File: config.mk
export PLATFORM = sky130hd
export DESIGN_NAME = stream_decrypt_core
export DESIGN_NICKNAME = d
export VERILOG_FILES = /design/src/rtl/stream_decrypt_core.sv
export SDC_FILE = /design/constraint.sdc
export NUM_CORES = 1
export LEC_CHECK = 0
export ABC_AREA = 1
export BUFFER_PORTS_ARGS = -buffer_cell sky130_fd_sc_hd__buf_2
export CELL_PAD_IN_SITES_DETAIL_PLACEMENT = 1
export CELL_PAD_IN_SITES_GLOBAL_PLACEMENT = 1
export CORE_MARGIN = 4
export CORE_UTILIZATION = 45
export CTS_CLUSTER_SIZE = 10
export DETAILED_ROUTE_END_ITERATION = 6
export PLACE_DENSITY = 0.91
export RECOVER_POWER = 100
export SYNTH_ARGS = -nofsm -noshare
export SYNTH_HDL_FRONTEND = slang
export SYNTH_SLANG_ARGS = --single-unit
export TNS_END_PERCENT = 10
File: constraint.sdc
create_clock -name clk -period 2.3 [get_ports clk]
set_input_delay 0.46 -clock clk [delete_from_list [all_inputs] [get_ports clk]]
set_output_delay 0.46 -clock clk [all_outputs]
set_load 0.01 [all_outputs]
File: src/rtl/stream_decrypt_core.sv
// Two-stage stream decryption pipeline: XOR with a rotating round key, then rotate right.
module stream_decrypt_core #(
  parameter int unsigned DW    = 8,
  parameter int unsigned NKEYS = 3,
  parameter int unsigned SH    = 1
) (
  input  logic                                  clk,
  input  logic                                  rst,
  input  logic                                  key_we,
  input  logic [((NKEYS > 1) ? $clog2(NKEYS) : 1)-1:0] key_idx,
  input  logic [DW-1:0]                         key_data,
  input  logic [2:0]                            rot_freq,
  input  logic                                  restart,
  input  logic                                  in_valid,
  input  logic [DW-1:0]                         in_data,
  output logic                                  in_ready,
  output logic                                  out_valid,
  output logic [DW-1:0]                         out_data,
  input  logic                                  out_ready
);

  localparam int unsigned KIW = (NKEYS > 1) ? $clog2(NKEYS) : 1;
  localparam int unsigned CW  = 3;

  logic [DW-1:0]  keyring [NKEYS];
  logic [KIW-1:0] ptr, ptr_nxt;
  logic [CW-1:0]  cnt, cnt_nxt;
  logic           s1_valid;
  logic [DW-1:0]  s1_data;
  logic [DW-1:0]  s1_key;
  logic           advance;
  logic           accept;

  // Inverse permutation: rotate right by SH within DW bits.
  function automatic logic [DW-1:0] ror(input logic [DW-1:0] x);
    logic [2*DW-1:0] w;
    w = {x, x} >> SH;
    return w[DW-1:0];
  endfunction

  // Handshake: S2 drains when empty or sink ready; S1 refills when it can move on.
  assign advance  = !out_valid || out_ready;
  assign in_ready = !s1_valid || advance;
  assign accept   = in_valid && in_ready;

  // Next key pointer / beat counter; restart wins over a rotation step.
  always_comb begin
    ptr_nxt = ptr;
    cnt_nxt = cnt;
    if (restart) begin
      ptr_nxt = '0;
      cnt_nxt = '0;
    end else if (accept && (rot_freq != '0)) begin
      if (({1'b0, cnt} + 4'd1) >= {1'b0, rot_freq}) begin
        cnt_nxt = '0;
        ptr_nxt = (ptr == KIW'(NKEYS - 1)) ? '0 : ptr + KIW'(1);
      end else begin
        cnt_nxt = cnt + CW'(1);
      end
    end
  end

  // Key pointer and beat counter registers.
  always_ff @(posedge clk or negedge rst) begin
    if (!rst) begin
      ptr <= '0;
      cnt <= '0;
    end else begin
      ptr <= ptr_nxt;
      cnt <= cnt_nxt;
    end
  end

  // Key ring; writes to slots beyond the ring are dropped.
  always_ff @(posedge clk or negedge rst) begin
    if (!rst) begin
      for (int unsigned i = 0; i < NKEYS; i++) keyring[i] <= '0;
    end else if (key_we && (32'(key_idx) < NKEYS)) begin
      keyring[key_idx] <= key_data;
    end
  end

  // S1: capture ciphertext together with the key current at acceptance.
  always_ff @(posedge clk or negedge rst) begin
    if (!rst) begin
      s1_valid <= 1'b0;
      s1_data  <= '0;
      s1_key   <= '0;
    end else if (in_ready) begin
      s1_valid <= in_valid;
      if (in_valid) begin
        s1_data <= in_data;
        s1_key  <= keyring[ptr];
      end
    end
  end

  // S2: plaintext register, held while the sink stalls.
  always_ff @(posedge clk or negedge rst) begin
    if (!rst) begin
      out_valid <= 1'b0;
      out_data  <= '0;
    end else if (advance) begin
      out_valid <= s1_valid;
      if (s1_valid) out_data <= ror(s1_data ^ s1_key);
    end
  end

endmodule
* After elaboration in Yosys (flattened, before gate mapping)
Index checks and enable logic that the tools add are counted.
Storage, ports and cells: register bits 55, bits of input ports 27, output and inout bits 10, word-level logic and storage cells 49
Operators by class: $add $sub $neg 3, magnitude comparators 5, equality and inequality tests 1, multiplexer cells 13, bitwise operators 3, reductions and logical operators 14
Operators by type and width (number):
- $bwmux W24 | 1
- $mux W8 | 3
- $bmux W8 S2 | 1
- $demux W8 S2 | 1
- $mux W3 | 3
- $mux W2 | 4
- $xor A8 B8 Y8 | 1
- $ge A3 B3 Y1 const B | 2
- $not A2 Y3 | 2
- $reduce_and A2 Y1 | 3
- $add A3 B1 Y4 const B | 1
- $ge A4 B3 Y1 | 1
- $logic_and A1 B1 Y1 | 4
- $reduce_bool A2 Y1 | 2
- $add A3 B1 Y3 const B | 1
- $lt A3 B1 Y1 const B | 1
- $reduce_bool A3 Y1 | 1
- $add A2 B1 Y2 const B | 1
- $eq A2 B2 Y1 const B | 1
- $logic_not A1 Y1 | 2
- $logic_or A1 B1 Y1 | 2
- $lt A2 B2 Y1 const B | 1

* Logic depth before layout (Yosys ltp)
Gate-level depths: netlist (run 1).
depth in word-level cells 7, mapped depth 10

* Least setup slack after synthesis (run 1)
No wires, ideal clock.
kind reg2reg, start register cnt[0], end register ptr[1], library setup time 0.117 ns, data arrival time 1.384 ns, data required time 2.183 ns, slack 0.799 ns, stages on the path, launching flop included 10, buffers on the path 0, period minus slack after synthesis 1.501 ns, path through dfrtp_1 -> ha_1 -> ha_1 -> nand2_1 -> nand2_1 -> nand2_1 -> nand2_1 -> nand2_1 -> nand2_1 -> nand2_1
Between the ends: longest elaborated chain between the ends 4
RTL lines:
- from (decl) | RTL line 27 | logic [CW-1:0] cnt, cnt_nxt;
- from (signal assigned) | RTL line 70 | cnt <= cnt_nxt;
- $add A3 B1 Y4 | RTL line 54 | if (({1'b0, cnt} + 4'd1) >= {1'b0, rot_freq}) begin
- $ge A4 B3 Y1 | RTL line 54
- $reduce_bool A2 Y1 (no source line)
- $reduce_and A2 Y1 (no source line)
- to (signal assigned) | RTL line 69 | ptr <= ptr_nxt;
- to (decl) | RTL line 26 | logic [KIW-1:0] ptr, ptr_nxt;
No other way between the ends. A chain may end at the register's enable or synchronous reset.

* Worst setup path after layout (run 1)
start register out_valid, end register s1_key[5]
Between the ends: longest elaborated chain between the ends 4
RTL lines:
- from (decl) | RTL line 17 | output logic out_valid,
- from (signal assigned) | RTL line 104 | out_valid <= s1_valid;
- $logic_not A1 Y1 | RTL line 42 | assign advance = !out_valid || out_ready;
- $logic_or A1 B1 Y1 | RTL line 42
- $logic_or A1 B1 Y1 | RTL line 43 | assign in_ready = !s1_valid || advance;
- $reduce_and A2 Y1 (no source line)
- to (signal assigned) | RTL line 93 | s1_key <= keyring[ptr];
- to (decl) | RTL line 30 | logic [DW-1:0] s1_key;
No other way between the ends.

==> run summary, run 1 <==
During synthesis, Yosys emitted a total of 0 warnings. The placed instances occupy a cell area of 2688 um2. Ranked by total cell area, the synthesized netlist is headed by dfrtp_1 56%, nand2_1 18%, o21ai_0 4.9%.

Summed over all failing endpoints, the final setup total negative slack is 0 ns. The number of nets handed over by synthesis was 314. For the number of hold violations in the final report, the log shows 0. In this run, flip-flops and latches consume 51.0% of the power. The residual DRC count came out at 0.

The run gives 0 as the number of antenna violations at the first check in global routing. At the end of routability-driven placement, the weighted congestion stood at 0.7567. The tools report the number of DRC markers in iteration 0 as 99. The maximum clock frequency was 571.5 MHz; the data arrival time of the critical path was 1.96 ns.

In this run the worst hold path is classified as input port to register. For the pin with the worst max-slew slack, the measured transition is 1.354 ns. The number of distinct library cells after synthesis came out at 22. The die width was 81.62 um. Leaving out fill and tap cells, the most frequent cells in the layout are 118 x nand2_1, 55 x dfrtp_1, 25 x buf_2. VDD sags by at most 0.3594 mV. The cell area that synthesis handed to floorplanning was 2439 um2.

The largest net degree at the start of global routing was 56. The diode insertion count for antenna repair came out at 0. Number of nets in the final layout: 352.

The area share of the largest cell type after synthesis was 56.44%. The power share of the combinational group was 29.3%; the total of cells resized after clock tree synthesis was 0. Dividing total power by cell area gives a power density of 1021 nW/um2.

HPWL reported at the end of detailed placement: 3866 um. Counting flops and latches in the post-synthesis netlist gives 55. Setup repair after global routing left no endpoint under its margin. For this block, the via count after detailed routing is 1960.

Number of placed cells counting well taps: 384. The worst setup path is of the register to register kind. The internal power of the cells totals 1.764 mW. The placeable core area was 5172 um2. Of the available clock period, the critical path in the final layout requires 76.08%.

The tools report the critical path startpoint category as a register. The critical path goes through nand3_1 -> nand2_1 -> inv_1 -> nand2_1 -> nand2_1. The tools report the die footprint as 6661 um2.

Net switching power: 1.011 mW. CTS built an H-tree with a depth of 2. After clock tree synthesis, the clock-pin slew on the worst setup and hold paths is 0.10 ns. The smallest clock period supported by the final layout is computed as 1.750 ns. Once detail routing completed, the nets flagged for antenna violations numbered 0. The finished layout holds 392 standard cells, fillers aside. Summed over all layers, the global routing overflow is 0.

The TritonCTS buffer count was 5. The deepest clock path buffer count is 2, and the number of standard-cell rows in the floorplan is 26. The clock tree root buffer cell is clkbuf_8. The run gives 0 as the number of hold buffers added after CTS. The aggregate routed wire length is 5351 um, and the overall track demand over capacity in global routing is 18.11%. The total design power is 2.775 mW. The initial utilization of the core area, before any placement, comes to 47.15%.

Dividing the detail-routed via count by the number of cells gives 5.000. The logs give 19.7% for the portion of total power attributed to the clock network and 2.51 ns for the required time reported for the critical path endpoint. The number of max-slew violations in the final report came out at 0.

The total setup buffers inserted after CTS was 0. Setup violations remaining at the end of the flow were counted as 0. Counting every sink on the clock net gives 55.

Post-synthesis average cell area: 8.617 um2. The run finished with clean final reports. Summing all non-filler instances in the final layout gives an area of 2719 um2. The final setup skew was 0.008682 ns. The library cell used most frequently in the layout, excluding fill and tap cells, is nand2_1. Port buffering added 36 buffers.

The pre-antenna-repair detailed-routing pass consisted of 4 iterations. The signed area change from the synthesized netlist to the final layout was 11.49%; the relative max-transition margin was 9.766%. After detailed routing, the average wire length per cell comes to 13.65 um. The slowest stage of the critical path is the nand2_1 cell.

Across the run, the number of max-cap violations was 0. STA classifies the critical path endpoint as a register. Of the cells placed in the final design, the portion with a size suffix greater than 1 is 11.49%. TritonCTS built the clock tree. For this design the top-level I/O count stands at 37. The peak fanout along the critical path was 18. The cell type with the highest occurrence count on the critical path was nand2_1.

The clock reaches the later pin of the worst-skew pair after 0.31 ns. In this design, the stage delay of the slowest critical-path cell is 0.45 ns. The switching portion of total power is 36.44%. The most area-hungry cell type in the Yosys netlist was dfrtp_1. The cell count after synthesis came out at 283. The overall die height was 81.62 um; the first-pass GRT wire length was 9280 um. The run gives 1.437 nW as the leakage dissipation. The logs give 56.44% for the proportion of synthesized chip area in sequential cells and 2021 for the number of global-route vias before repair.
[worst max-delay path: cells and delay by family, from the launching register on]
kind / cells / cell delay [ns]
and+or+nand+nor: 4 / 0.85
buffers and inverters: 1 / 0.40
DFF: 1 / 0.40
[power groups by stage]
stage | Combinational [mW] | Sequential [mW] | Clock, mW
3_3_place_gp | 0.807 | 1.42 | 0
5_1_grt | 0.951 | 1.45 | 0.604
6_report | 0.812 | 1.42 | 0.547
4_1_cts | 0.864 | 1.42 | 0.570
2_1_floorplan | 0.550 | 1.43 | 0
3_5_place_dp | 0.856 | 1.44 | 0
[cell type report]
type	instances	area [um2]
Clock buffer	5	68.82
Clock inverter	3	22.52
Fill cell	669	2454
Inverter	23	86.33
Multi-Input combinational cell	199	905.9
Sequential cell	55	1376
Tap cell	70	87.58
Timing Repair Buffer	37	171.4
[stage by stage]
step | hold slack [ns] | setup slack [ns] | utilization, %
2_1_floorplan | 0.1644 | 0.7990 | -
3_3_place_gp | 0.4663 | 0.7376 | 51.96
3_5_place_dp | 0.4737 | 0.6359 | 51.96
4_1_cts | 0.1276 | 0.6363 | 53.73
5_1_grt | 0.3238 | 0.3362 | 52.56
6_report | 0.3360 | 0.5502 | 52.56
[cells in the mapped netlist]
master	number
buf_2	1
nand3_4	1
xor2_1	1
nand2_2	1
buf_4	2
xnor2_1	8
nor2_1	11
nand2_4	1
nand3_1	15
buf_6	1
o21ai_0	24
inv_2	1
nand4_1	3
nand2_1	117
ha_1	4
a21oi_4	1
nor2_2	2
nor3_1	2
clkbuf_1	2
a21oi_1	8
dfrtp_1	55
inv_1	22
[registers in the layout (all words and copies together) (netlist names)]
name and flops:
keyring 24, out_data 8, s1_data 8, s1_key 8
cnt 3, ptr 2, out_valid 1, s1_valid 1
[cell families (layout without fill, tap and decap cells)]
family	count (synthesis)	after routing	synth area share [%]
flops	55	55	56.44
compound gates	33	33	7.235
xor+xnor	9	9	3.233
fa+ha+maj	4	4	2.052
simple gates	153	153	25.91
buf+inv	29	68	5.130
[worst paths after layout]
path | to | cells after the start | slack, ns | start
setup / recovery | s1_key[5] | 5 | 0.55 | out_valid
hold / removal | s1_data[6] | 3 | 0.34 | in_data[6]
setup reg to reg | s1_key[5] | 5 | 0.55 | out_valid
hold reg to reg | out_valid | 2 | 0.49 | s1_valid
max in group asynchronous | keyring[3] | 2 | 0.96 | rst
min in group asynchronous | keyring[2] | 2 | 0.52 | rst
[per-layer routing]
| layer | global-route usage, % | vias up | part of all wire (%) |
|---|---|---|---|
| li1 | - | 965 | - |
| met1 | 23.36 | 952 | 45 |
| met2 | 30.62 | 35 | 50 |
| met3 | 3.947 | 8 | 4.4 |
| met4 | 5.482 | 0 | 1.2 |
| met5 | 0 | - | 0 |
Note: power is estimated with default switching activity, not from simulation.
==> run 2, diff against run 1 <==
--- a/config.mk
+++ b/config.mk
@@ -10,10 +10,10 @@
 export CELL_PAD_IN_SITES_DETAIL_PLACEMENT = 1
 export CELL_PAD_IN_SITES_GLOBAL_PLACEMENT = 1
 export CORE_MARGIN = 4
-export CORE_UTILIZATION = 45
+export CORE_UTILIZATION = 42
 export CTS_CLUSTER_SIZE = 10
 export DETAILED_ROUTE_END_ITERATION = 6
-export PLACE_DENSITY = 0.91
+export PLACE_DENSITY = 0.86
 export RECOVER_POWER = 100
 export SYNTH_ARGS = -nofsm -noshare
 export SYNTH_HDL_FRONTEND = slang
==> constraint.sdc (replaced) <==
create_clock -name clk -period 1.63 [get_ports clk]
set_input_delay 0.326 -clock clk [delete_from_list [all_inputs] [get_ports clk]]
set_output_delay 0.326 -clock clk [all_outputs]
set_load 0.01 [all_outputs]
==> run 2 against run 1 <==
Setup slack lost 0.44 ns. Wire length grew 1.9%. Highest routed layer unchanged. Sequential cell count is the same. Sequential power grew 41%. Largest cell class unchanged. Critical path type unchanged. Via count shrank 0.56%. Combinational power grew 56%.
==> run summary, run 2 (same netlist as run 1, synthesis figures left out) <==
The run finished with clean final reports. Entering global routing, the biggest net connects 56 pins. Once layout is complete, the utilization of the core stands at 50.15%. The share of post-route cells with drive strength above 1 was 13.94%; the setup total negative slack was 0 ns. Summed over all layers, the routed wires come to 5452 um. The power per unit of standard cell area is 1440 nW/um2, and the number of global-route vias before repair is 2069.

The residual DRC count is 0, and the total setup buffers inserted after CTS is 0. The largest stage delay on the critical path came out at 0.43 ns. From synthesis to final layout, the design area changed by 14.62%. The worst register-to-register path has a setup slack of 0.11 ns. The die covers 7090 um2.

In this run, CTS created clock tree buffers numbering 5. For the final setup skew, the log shows 0.008428 ns. The leakage dissipation came out at 1.457 nW. The number of hold violations in the final report is 0. The number of max-slew violations in the final report was 0; the final non-filler cell total was 402. The peak fanout along the critical path is 4, and the starting density of the core is 43.75%. The total via count in the routed design is 1949. The tools report the capturing element type of the critical path as a register.

After floorplanning, the core was divided into 27 placement rows. Measured along the x axis, the die boundary spans 84.20 um. In the layout the commonest cells are 115 x nand2_1, 55 x dfrtp_1, 25 x buf_2. Leaving out fill and tap cells, the most frequent cell in the layout is nand2_1.

Among all stages on the critical path, the largest delay is contributed by dfrtp_1. In the global route stage, overall resource usage came out at 16.72%. The run gives 0 as the number of endpoints failing setup at the final stage.

Path category of the worst min-delay check: input port to register. VDD sags by at most 0.5544 mV. The number of antenna violations at the first check in global routing is 0, and the deepest clock path buffer count is 2.

The top-level port count was 37; the clock latency on the worst-skew pair was 0.31 ns. Measured against its own limit, the worst slew margin works out to 50.16%. The overall die height was 84.20 um; the transition time of the tightest slew-check pin was 0.7476 ns. TritonCTS built the clock tree. The final critical-path required period is 1.524 ns. The required time reported for the critical path endpoint came out at 1.84 ns. The tools report the number of DRC markers in iteration 0 as 124. The routability-driven placement congestion ratio is 0.8017, and the routed length per placed instance is 13.56 um.

The final hold slack came out at 0.1975 ns. The number of placed cells counting well taps came out at 393. More flip-flops sit in one register than any other, and that register is keyring. The number of iterations in the first detailed-routing pass is 4, and the final critical-path share of the clock period is 93.50%.

The post-CTS clock slew at the launch and capture registers of the worst setup and hold paths is 0.10 ns, and the clock sink count is 55. For the remaining global-route overflow, the log shows 0. After detailed routing, the number of vias per cell comes to 4.848. Critical path startpoint category: a register. For this run, the post-layout net count is 360. Buffers placed on the I/O ports in this run total 36. The critical path is of the register to register type. For the HPWL reported at the end of detailed placement, the log shows 3913 um. The clock tree synthesis step divided the H-tree into 2 levels.

The first global-routing pass estimated 9584 um of wire. STA puts the critical path data arrival time at 1.73 ns. The cell that appears most often on the critical path is nand2_1.

Number of max-cap violations: 0. The number of flip-flops under the largest register name works out to 24. The tree is rooted in a clkbuf_8.

Traced cell by cell, the critical path runs through ha_4 -> ha_1 -> nand2_1 -> nand2_1 -> nand2_2 -> nand2_2 -> nand2_2 -> nand2_1 -> nand2_1. The detail route stage leaves a number of antenna-violating nets equal to 0. The region available for standard cell placement spans 5574 um2. The maximum clock frequency was 656.1 MHz. 0 antenna diodes ended up in the layout.
[run 2: layout make-up]
| class | instances | area, um2 |
|---|---|---|
| Timing Repair Buffer | 45 | 222.7 |
| Multi-Input combinational cell | 199 | 929.6 |
| Clock inverter | 2 | 17.52 |
| Tap cell | 72 | 90.09 |
| Sequential cell | 55 | 1376 |
| Fill cell | 723 | 2779 |
| Inverter | 23 | 86.33 |
| Clock buffer | 6 | 72.57 |
[run 2: final timing paths]
kind                       cells after the start        from           to
max                                            9      cnt[0]       ptr[0]
min                                            3  in_data[6]   s1_data[6]
max reg2reg                                    9      cnt[0]       ptr[0]
min reg2reg                                    2  keyring[5]   keyring[5]
max in group asynchronous                      3         rst  out_data[1]
min in group asynchronous                      3         rst  keyring[12]
[run 2: timing repair]
action / 4_1_cts / 5_1_grt
endpoints found under the setup margin: 1 / 2
pin swaps: 0 / 0
endpoints found under the hold margin: 11 / 0
hold buffers: 1 / 0
resized for setup: 1 / 4
[run 2: layer usage]
metal	global-route usage (%)	wire (um)
met5	0	0
met4	4.386	70
met3	4.122	268
met2	28.84	2706
met1	21.01	2406
[run 2: through the flow]
step / total power [mW] / setup WS, ns / area (um2)
6_report: 4.024 / 0.1060 / 2795
3_3_place_gp: 3.211 / 0.1115 / 2743
4_1_cts: 4.082 / 0.01266 / 2845
5_1_grt: 4.392 / -0.003598 / 2795
3_5_place_dp: 3.304 / 0.009964 / 2743
2_1_floorplan: 2.797 / 0.1290 / 2439
[run 2: critical path, delay by kind of cell, from the launching register on]
kind | cells | cell delay [ns]
AND/OR/NAND/NOR | 7 | 0.47
adder cells (fa/ha/maj) | 2 | 0.54
flip-flops | 1 | 0.43
[run 2: report_power, final]
group	total, mW	internal, mW	switching [mW]
sequential	2.00	1.73	0.263
combinational	1.27	0.526	0.742
clock	0.761	0.310	0.451
total	4.02	2.57	1.46
